### config.mk
export PLATFORM = sky130hd
export DESIGN_NAME = pragmatic_seq_ctrl
export DESIGN_NICKNAME = d
export VERILOG_FILES = /design/src/rtl/pragmatic_seq_ctrl_pkg.sv /design/src/rtl/pragmatic_seq_ctrl_vec_max_popcount.sv /design/src/rtl/pragmatic_seq_ctrl.sv
export SDC_FILE = /design/constraint.sdc
export NUM_CORES = 1
export LEC_CHECK = 0
export BUFFER_PORTS_ARGS = -buffer_cell sky130_fd_sc_hd__buf_2
export CAP_MARGIN = 0
export CORE_UTILIZATION = 30
export CTS_CLUSTER_DIAMETER = 30
export DETAILED_ROUTE_END_ITERATION = 10
export GPL_TIMING_DRIVEN = 1
export SLEW_MARGIN = 0
export SYNTH_ARGS = -nofsm -noshare
export SYNTH_HDL_FRONTEND = slang
export SYNTH_HIERARCHICAL = 1
export SYNTH_SLANG_ARGS = --single-unit
### constraint.sdc
create_clock -name clk -period 9.85 [get_ports clk]
set_clock_uncertainty 0.2 [all_clocks]
set_input_delay 1.97 -clock clk [delete_from_list [all_inputs] [get_ports clk]]
set_output_delay 1.97 -clock clk [all_outputs]
set_load 0.02 [all_outputs]
### src/rtl/pragmatic_seq_ctrl_pkg.sv
// Shared definitions for the pragmatic weight-scheduler sequencing controller.
// State codes stay plain localparam vectors so older netlists can still match them.
package pragmatic_seq_ctrl_pkg;

  typedef logic [1:0] state_t;

  localparam state_t ST_IDLE    = 2'd0;
  localparam state_t ST_FETCH   = 2'd1;
  localparam state_t ST_COMPUTE = 2'd2;
  localparam state_t ST_DRAIN   = 2'd3;

  localparam int DEF_DATA_WIDTH = 8;
  localparam int MAG_W          = DEF_DATA_WIDTH - 1;

  // Sign-magnitude weights: the top bit is the sign, the rest is magnitude.
  function automatic int mag_width(input int dw);
    return dw - 1;
  endfunction

endpackage

### src/rtl/pragmatic_seq_ctrl_vec_max_popcount.sv
// Combinational group cycle count: largest magnitude popcount over all lanes.
// Sign bits do not contribute; one offset issues per set magnitude bit.
module vec_max_popcount
  import pragmatic_seq_ctrl_pkg::*;
#(
  parameter int DATA_WIDTH = 8,
  parameter int VEC_LENGTH = 8,
  parameter int CNT_W      = $clog2(DATA_WIDTH)
) (
  input  logic [VEC_LENGTH-1:0][DATA_WIDTH-1:0] w_data,
  output logic [CNT_W-1:0]                      npop
);

  localparam int MW = mag_width(DATA_WIDTH);
  localparam int P  = 1 << $clog2(VEC_LENGTH);

  // Heap-ordered max tree: node 0 is the root, leaves sit at P-1 .. 2P-2.
  logic [CNT_W-1:0] node [2*P-1];

  for (genvar i = 0; i < P; i++) begin : g_leaf
    if (i < VEC_LENGTH) begin : g_lane
      assign node[P-1+i] = CNT_W'($countones(w_data[i][MW-1:0]));
    end else begin : g_pad
      assign node[P-1+i] = '0;
    end
  end

  for (genvar i = 0; i < P-1; i++) begin : g_max
    assign node[i] = (node[2*i+1] > node[2*i+2]) ? node[2*i+1] : node[2*i+2];
  end

  assign npop = node[0];

endmodule

### src/rtl/pragmatic_seq_ctrl.sv
// Sequencing controller for the one-offset-per-cycle weight scheduler: loads weight
// groups, meters offset-issue cycles per group and tracks tile completion.
module pragmatic_seq_ctrl
  import pragmatic_seq_ctrl_pkg::*;
#(
  parameter int DATA_WIDTH = 8,
  parameter int VEC_LENGTH = 8,
  parameter int GRP_W      = 8,
  parameter int CNT_W      = $clog2(DATA_WIDTH)
) (
  input  logic                                  clk,
  input  logic                                  reset,
  input  logic                                  start,
  input  logic [GRP_W-1:0]                      cfg_num_groups,
  output logic                                  busy,
  output logic                                  tile_done,
  input  logic                                  w_valid,
  output logic                                  w_ready,
  input  logic [VEC_LENGTH-1:0][DATA_WIDTH-1:0] w_data,
  output logic                                  sched_wen_rf,
  output logic                                  sched_en_comp,
  output logic                                  op_valid,
  output logic                                  op_last,
  input  logic                                  op_ready
);

  state_t           state, state_nxt;
  logic [GRP_W-1:0] grp_left;
  logic [CNT_W-1:0] rem;
  logic [CNT_W-1:0] npop;
  logic             w_fire;
  logic             last_issue;
  logic             drain_ok;

  // w_data also feeds the scheduler weight port directly; only its cycle count is needed here.
  vec_max_popcount #(
    .DATA_WIDTH (DATA_WIDTH),
    .VEC_LENGTH (VEC_LENGTH),
    .CNT_W      (CNT_W)
  ) u_max_pop (
    .w_data (w_data),
    .npop   (npop)
  );

  assign busy          = (state != ST_IDLE);
  assign sched_en_comp = (state == ST_COMPUTE) && (rem != '0) && (!op_valid || op_ready);
  assign last_issue    = sched_en_comp && (rem == CNT_W'(1));
  // Overlap load on the final offset keeps back-to-back groups bubble-free.
  assign w_ready       = (state == ST_FETCH) || (last_issue && (grp_left != '0));
  assign w_fire        = w_valid && w_ready;
  assign sched_wen_rf  = w_fire;
  assign drain_ok      = !op_valid || (op_ready && op_last);

  always_comb begin
    state_nxt = state;
    case (state)
      ST_IDLE: begin
        if (start && (cfg_num_groups != '0)) state_nxt = ST_FETCH;
      end
      ST_FETCH, ST_COMPUTE: begin
        if (w_fire) begin
          if (npop != '0)                    state_nxt = ST_COMPUTE;
          else if (grp_left == GRP_W'(1))    state_nxt = ST_DRAIN;
          else                               state_nxt = ST_FETCH;
        end else if (last_issue) begin
          state_nxt = (grp_left != '0) ? ST_FETCH : ST_DRAIN;
        end
      end
      ST_DRAIN: begin
        if (drain_ok) state_nxt = ST_IDLE;
      end
      default: state_nxt = ST_IDLE;
    endcase
  end

  always_ff @(posedge clk) begin
    if (reset) begin
      state     <= ST_IDLE;
      grp_left  <= '0;
      rem       <= '0;
      op_valid  <= 1'b0;
      op_last   <= 1'b0;
      tile_done <= 1'b0;
    end else begin
      state     <= state_nxt;
      tile_done <= ((state == ST_IDLE) && start && (cfg_num_groups == '0)) ||
                   ((state == ST_DRAIN) && drain_ok);

      if ((state == ST_IDLE) && start) grp_left <= cfg_num_groups;
      else if (w_fire)                 grp_left <= grp_left - GRP_W'(1);

      if (w_fire)             rem <= npop;
      else if (sched_en_comp) rem <= rem - CNT_W'(1);

      // Mirrors the scheduler's output register: one cycle behind en_comp, held under stall.
      if (sched_en_comp) begin
        op_valid <= 1'b1;
        op_last  <= (rem == CNT_W'(1));
      end else if (op_ready) begin
        op_valid <= 1'b0;
      end
    end
  end

endmodule

### Word-level counts from Yosys, hierarchy flattened

Index checks and enable logic that the tools add are counted.

| word-level totals | value |
|---|---|
| flip-flop bits (word level) | 16 |
| latch bits | 0 |
| RAM bits | 0 |
| bits in read-only memories | 0 |
| input bits | 77 |
| output and inout bits | 7 |
| logic and storage cells | 119 |
| memories kept | 0 |

| cells by class | value |
|---|---|
| add/subtract/negate cells | 50 |
| multipliers | 0 |
| div/mod/pow operators | 0 |
| order comparisons | 7 |
| equal/unequal tests | 8 |
| shift-type cells | 0 |
| muxes and demuxes | 21 |
| bitwise gates (word level) | 0 |
| reduce and logical (&&, ||, !) cells | 27 |

Operators with widths:

| kind | count |
|---|---|
| adder 1 x 1 -> 2 bit | 24 |
| adder 3 bit | 16 |
| 2-to-1 mux 3 bit | 9 |
| adder 3 x 1 -> 3 bit | 8 |
| > comparator 3 bit | 7 |
| 2-to-1 mux 8 bit | 2 |
| nonzero test 8 bit | 2 |
| 2-to-1 mux 2 bit | 7 |
| logical AND 1 bit | 10 |
| equality test 8 x 1 -> 1 bit, second input constant | 1 |
| logical NOT 8 bit | 1 |
| nonzero test 2 bit | 4 |
| subtractor 8 x 1 -> 8 bit, second input constant | 1 |
| one-hot mux 2 bit (3 select lines) | 1 |
| nonzero test 3 bit | 2 |
| equality test 2 bit, second input constant | 2 |
| logical OR 1 bit | 4 |
| inequality test 2 bit, second input constant | 2 |
| equality test 3 x 1 -> 1 bit, second input constant | 1 |
| inequality test 3 bit, second input constant | 1 |
| AND reduction 3 bit | 1 |
| subtractor 3 x 1 -> 3 bit, second input constant | 1 |
| equality test 2 x 1 -> 1 bit, second input constant | 1 |
| logical NOT 2 bit | 1 |
| 3 further kinds | 4 |

### Logic depth before layout (Yosys ltp)

| depth | value |
|---|---|
| depth after elaboration | 13 |
| depth in mapped cells | 31 |
| gate-level depth less buffers | 31 |

### Hierarchy

The synthesis kept the hierarchy.

By module, submodules not included:

| module | instances | cells an instance | area each (um2) | seq. area each (um2) |
|---|---|---|---|---|
| vec_max_popcount | 1 | 222 | 1,779.2 | 0.0 |
| pragmatic_seq_ctrl | 1 | 122 | 1,028.5 | 320.3 |

### Least setup slack after synthesis

OpenSTA, ideal clock, no wires.

| path | value |
|---|---|
| path kind | in2reg |
| start point | in w_data[0] (netlist name) |
| end point | reg state[1] |
| library setup time | 0.116 ns |
| arrival time | 7.687 ns |
| data required time | 9.534 ns |
| path slack | 1.847 ns |
| stages | 27 |
| buffers on the path | 0 |
| cells stage by stage | inv_1 -> fa_1 -> fa_1 -> fa_1 -> fa_1 -> inv_1 -> ha_1 -> nor2b_1 -> nor2_2 -> o22ai_1 -> a2111oi_2 -> inv_1 -> ha_1 -> a21o_1 -> a21oi_1 -> a31oi_1 -> mux2_2 -> inv_1 -> ha_1 -> a21o_1 -> a21oi_1 -> a31oi_1 -> mux2i_1 -> or3_1 -> nand2_1 -> o211ai_1 -> a41o_1 |

| on the way | value |
|---|---|
| longest elaborated chain between the ends | 13 |

RTL lines:

| what | RTL line | text |
|---|---|---|
| start, declared | pragmatic_seq_ctrl.sv:19 | `input logic [VEC_LENGTH-1:0][DATA_WIDTH-1:0] w_data,` |
| adder 1 x 1 -> 2 bit (*) | pragmatic_seq_ctrl_vec_max_popcount.sv:22 | `assign node[P-1+i] = CNT_W'($countones(w_data[i][MW-1:0]));` |
| adder 3 bit (*) (2 in series) | pragmatic_seq_ctrl_vec_max_popcount.sv:22 |  |
| > comparator 3 bit | pragmatic_seq_ctrl_vec_max_popcount.sv:29 | `assign node[i] = (node[2*i+1] > node[2*i+2]) ? node[2*i+1] : node[2*i+2];` |
| 2-to-1 mux 3 bit (*) | pragmatic_seq_ctrl_vec_max_popcount.sv:29 |  |
| > comparator 3 bit | pragmatic_seq_ctrl_vec_max_popcount.sv:29 |  |
| 2-to-1 mux 3 bit (*) | pragmatic_seq_ctrl_vec_max_popcount.sv:29 |  |
| > comparator 3 bit | pragmatic_seq_ctrl_vec_max_popcount.sv:29 |  |
| 2-to-1 mux 3 bit (*) | pragmatic_seq_ctrl_vec_max_popcount.sv:29 |  |
| via npop[0] | pragmatic_seq_ctrl.sv:30 | `logic [CNT_W-1:0] npop;` |
| nonzero test 3 bit (*) | pragmatic_seq_ctrl.sv:62 | `if (npop != '0) state_nxt = ST_COMPUTE;` |
| 2-to-1 mux 2 bit (*) | pragmatic_seq_ctrl.sv:62 |  |
| 2-to-1 mux 2 bit (*) | pragmatic_seq_ctrl.sv:61 | `if (w_fire) begin` |
| one-hot mux 2 bit (3 select lines) (*) | pragmatic_seq_ctrl.sv:56 | `case (state)` |
| end signal, assigned | pragmatic_seq_ctrl.sv:85 | `state <= state_nxt;` |
| end, declared | pragmatic_seq_ctrl.sv:27 | `state_t state, state_nxt;` |

The timed path passes the listed nets; every way through them passes the cells marked *.
A chain may end at the register's enable or synchronous reset.

### Final worst setup path

Ends and elaborated chain as after synthesis.

==> run metrics <==
Tot GR Track Use=0.115; WL final=5.34 mm; post-synth cell types=51; Arrival @ worst endpoint=8330 ps; YS warnings=6; initial antenna violation count=0; P_leak=1.82 nW; core area=0.00889 mm2; syn_nets=484; cells taking the most area after synthesis=fa_1 23%, ha_1 14%, inv_1 13%; pwr dens=278 mW/mm2; share of cells above drive strength 1=0.227; IO Port Bufs=75; Crit path max-delay family=adder cells; Mean Syn Cell Area=8.16 um2; DP HPWL=4.66 mm; worst min path class=reg -> reg; maximum clock insertion buffer count=2; switching part of the total=0.498; Vias/cell=4.61; setup total negative slack=0 ps; RSZ-0062 raised after global routing=no; I/O pin count=84; clock network power share=0.054; Placer Congestion=0.774; Initial DRC Count=107; pin slew with the least headroom to its limit=756 ps; first-pass GRT wire length=9.60 mm; Synth area leader=fa_1; CP Max Fanout=4; max-slew violations=0; WS Path Type=in -> reg; CTS tree=yes; CTS Buf Count=3; flops & latches, synth=16; Final setup violation count=0; Max Freq=119 MHz; final hold vios=0; Post-Syn Area=0.00281 mm2; status=complete, no violations; Post-CTS Setup Bufs=0; P_sw=0.000458 W; DRC=0; Fillers=900; Die Footprint=0.00975 mm2; commonest cells after routing, fill and taps aside=99 x inv_1, 75 x buf_2, 32 x fa_1; Pre-Repair DR Iteration Count=4; NumNets Final=556; Max VDD drop=125 uV; CP required=9790 ps; Post-Layout Cell Count=522; Tcrit/Tclk final=0.852; Root Driver=clkbuf_8; largest net degree at the start of global routing=21; Post-synth top flop=dfxtp_1; vias in the first global route=2411; Post-synth ARST share=0; CTS clk-pin slew, worst paths=60 ps; Comb power frac=0.840; Starting Density=0.316; ANT cells=0; H-tree Lvls=1; max incr delay on CP=550 ps; Resized Gates After CTS=0; utilization after layout=0.372; dpl cells=519; Die Span Y=98.7 um; Layout area overhead=17.8%; register area share after synthesis=0.114; # rows=34; worst-skew pair later-pin latency=250 ps; CTS Hold Bufs=0; Die Width=98.7 um; Buf/Inv on CP=5; Hold Slack=293 ps; max_cap viols=0; GRT overflow=0; DR vias=2409; CP endpoint kind=register; P_int=0.000462 W; Slowest-stage cell, CP=fa_1; Tmin final=8390 ps; DRT antenna net count=0; CP startpoint kind=primary input; relative slew slack=0.496; Synth top area share=0.228; Post-Syn Instances=344; CTS Sinks=16; most common cell after layout, fill and taps aside=inv_1; wire per inst=10.2 um; sequential share of power=0.106; worst setup margin=1460 ps; dpl ws=1220 ps; number of synthesized flops with an enable pin=0
==> final timing paths <==
kind | end | slack [ps] | from | depth (start not counted)
worst max-delay path | state[1]$_SDFFE_PP0P_ | 1460 | w_data[0] | 29
worst min-delay path | op_last$_SDFFE_PP0P_ | 290 | op_last$_SDFFE_PP0P_ | 2
worst max register to register | grp_left[6]$_SDFFE_PP0P_ | 7050 | rem[0]$_SDFFE_PP0P_ | 9
worst min register to register | op_last$_SDFFE_PP0P_ | 290 | op_last$_SDFFE_PP0P_ | 2
==> routing by layer <==
metal,vias up,global-route usage,wire length [um]
li1,1234,-,-
met1,1116,0.136,2390
met3,2,0.0128,166
met4,0,0.0103,8
met5,-,0,0
met2,57,0.229,2770
==> Yosys cell counts (3+ instances only) <==
cell and instances:
nor4_1 3, a21o_1 4, nand2b_1 3, dfxtp_1 16
clkbuf_1 3, nor2b_1 3, o21ai_0 4, a21oi_1 11
fa_1 32, o22ai_1 4, nand2_1 16, nor2_1 22
xor2_1 6, a31oi_1 4, mux2i_1 12, inv_1 99
nor3_1 3, ha_1 31, nand3_1 13, and3_1 3
a211oi_1 11
==> tightest hold or removal path, delay by kind of cell, from the launching register on <==
kind,cells,cell delay (ps)
flip-flops,1,320
AO/OA/AOI/OAI,1,60
AND/OR/NAND/NOR,1,70
==> final cells by class <==
| type | count | area [um2] | area share |
|---|---|---|---|
| multi-input combinational | 221 | 2060 | 0.624 |
| timing repair buffer | 75 | 375 | 0.113 |
| inverter | 99 | 372 | 0.112 |
| sequential | 16 | 320 | 0.0968 |
| tap | 108 | 135 | 0.0408 |
| clock buffer | 3 | 41.3 | 0.0125 |
==> registers in the layout, indices dropped and copies added, names as in the netlist <==
signal / count
state: 2
grp_left: 8
op_valid: 1
op_last: 1
rem: 3
tile_done: 1
==> through the flow <==
| step | total power, W | area [um2] |
|---|---|---|
| detailed placement | 0.000876 | 3270 |
| global route | 0.00103 | 3310 |
| CTS | 0.000933 | 3310 |
| finish | 0.000920 | 3310 |
| floorplan | 0.000728 | 2810 |
| global placement | 0.000839 | 3270 |
==> power groups by stage <==
| stage | clock network (W) | registers [W] | logic [W] |
|---|---|---|---|
| 2_1_floorplan | 0 | 0.0000953 | 0.000633 |
| 3_3_place_gp | 0 | 0.0000979 | 0.000741 |
| 3_5_place_dp | 0 | 0.0000985 | 0.000777 |
| 4_1_cts | 0.0000533 | 0.0000972 | 0.000782 |
| 5_1_grt | 0.0000553 | 0.0000998 | 0.000877 |
| 6_report | 0.0000498 | 0.0000974 | 0.000772 |
==> cells by family after synthesis <==
family / Yosys count / share of synthesized area
AOI/OAI and AO/OA: 56 / 0.143
xor gates and xnor gates: 8 / 0.0250
adders and majority gates: 63 / 0.366
buffers and inverters: 107 / 0.151
DFF: 16 / 0.114
muxes: 15 / 0.0561
and+or+nand+nor: 79 / 0.144
No activity file was read; power rests on OpenSTA's default activity.
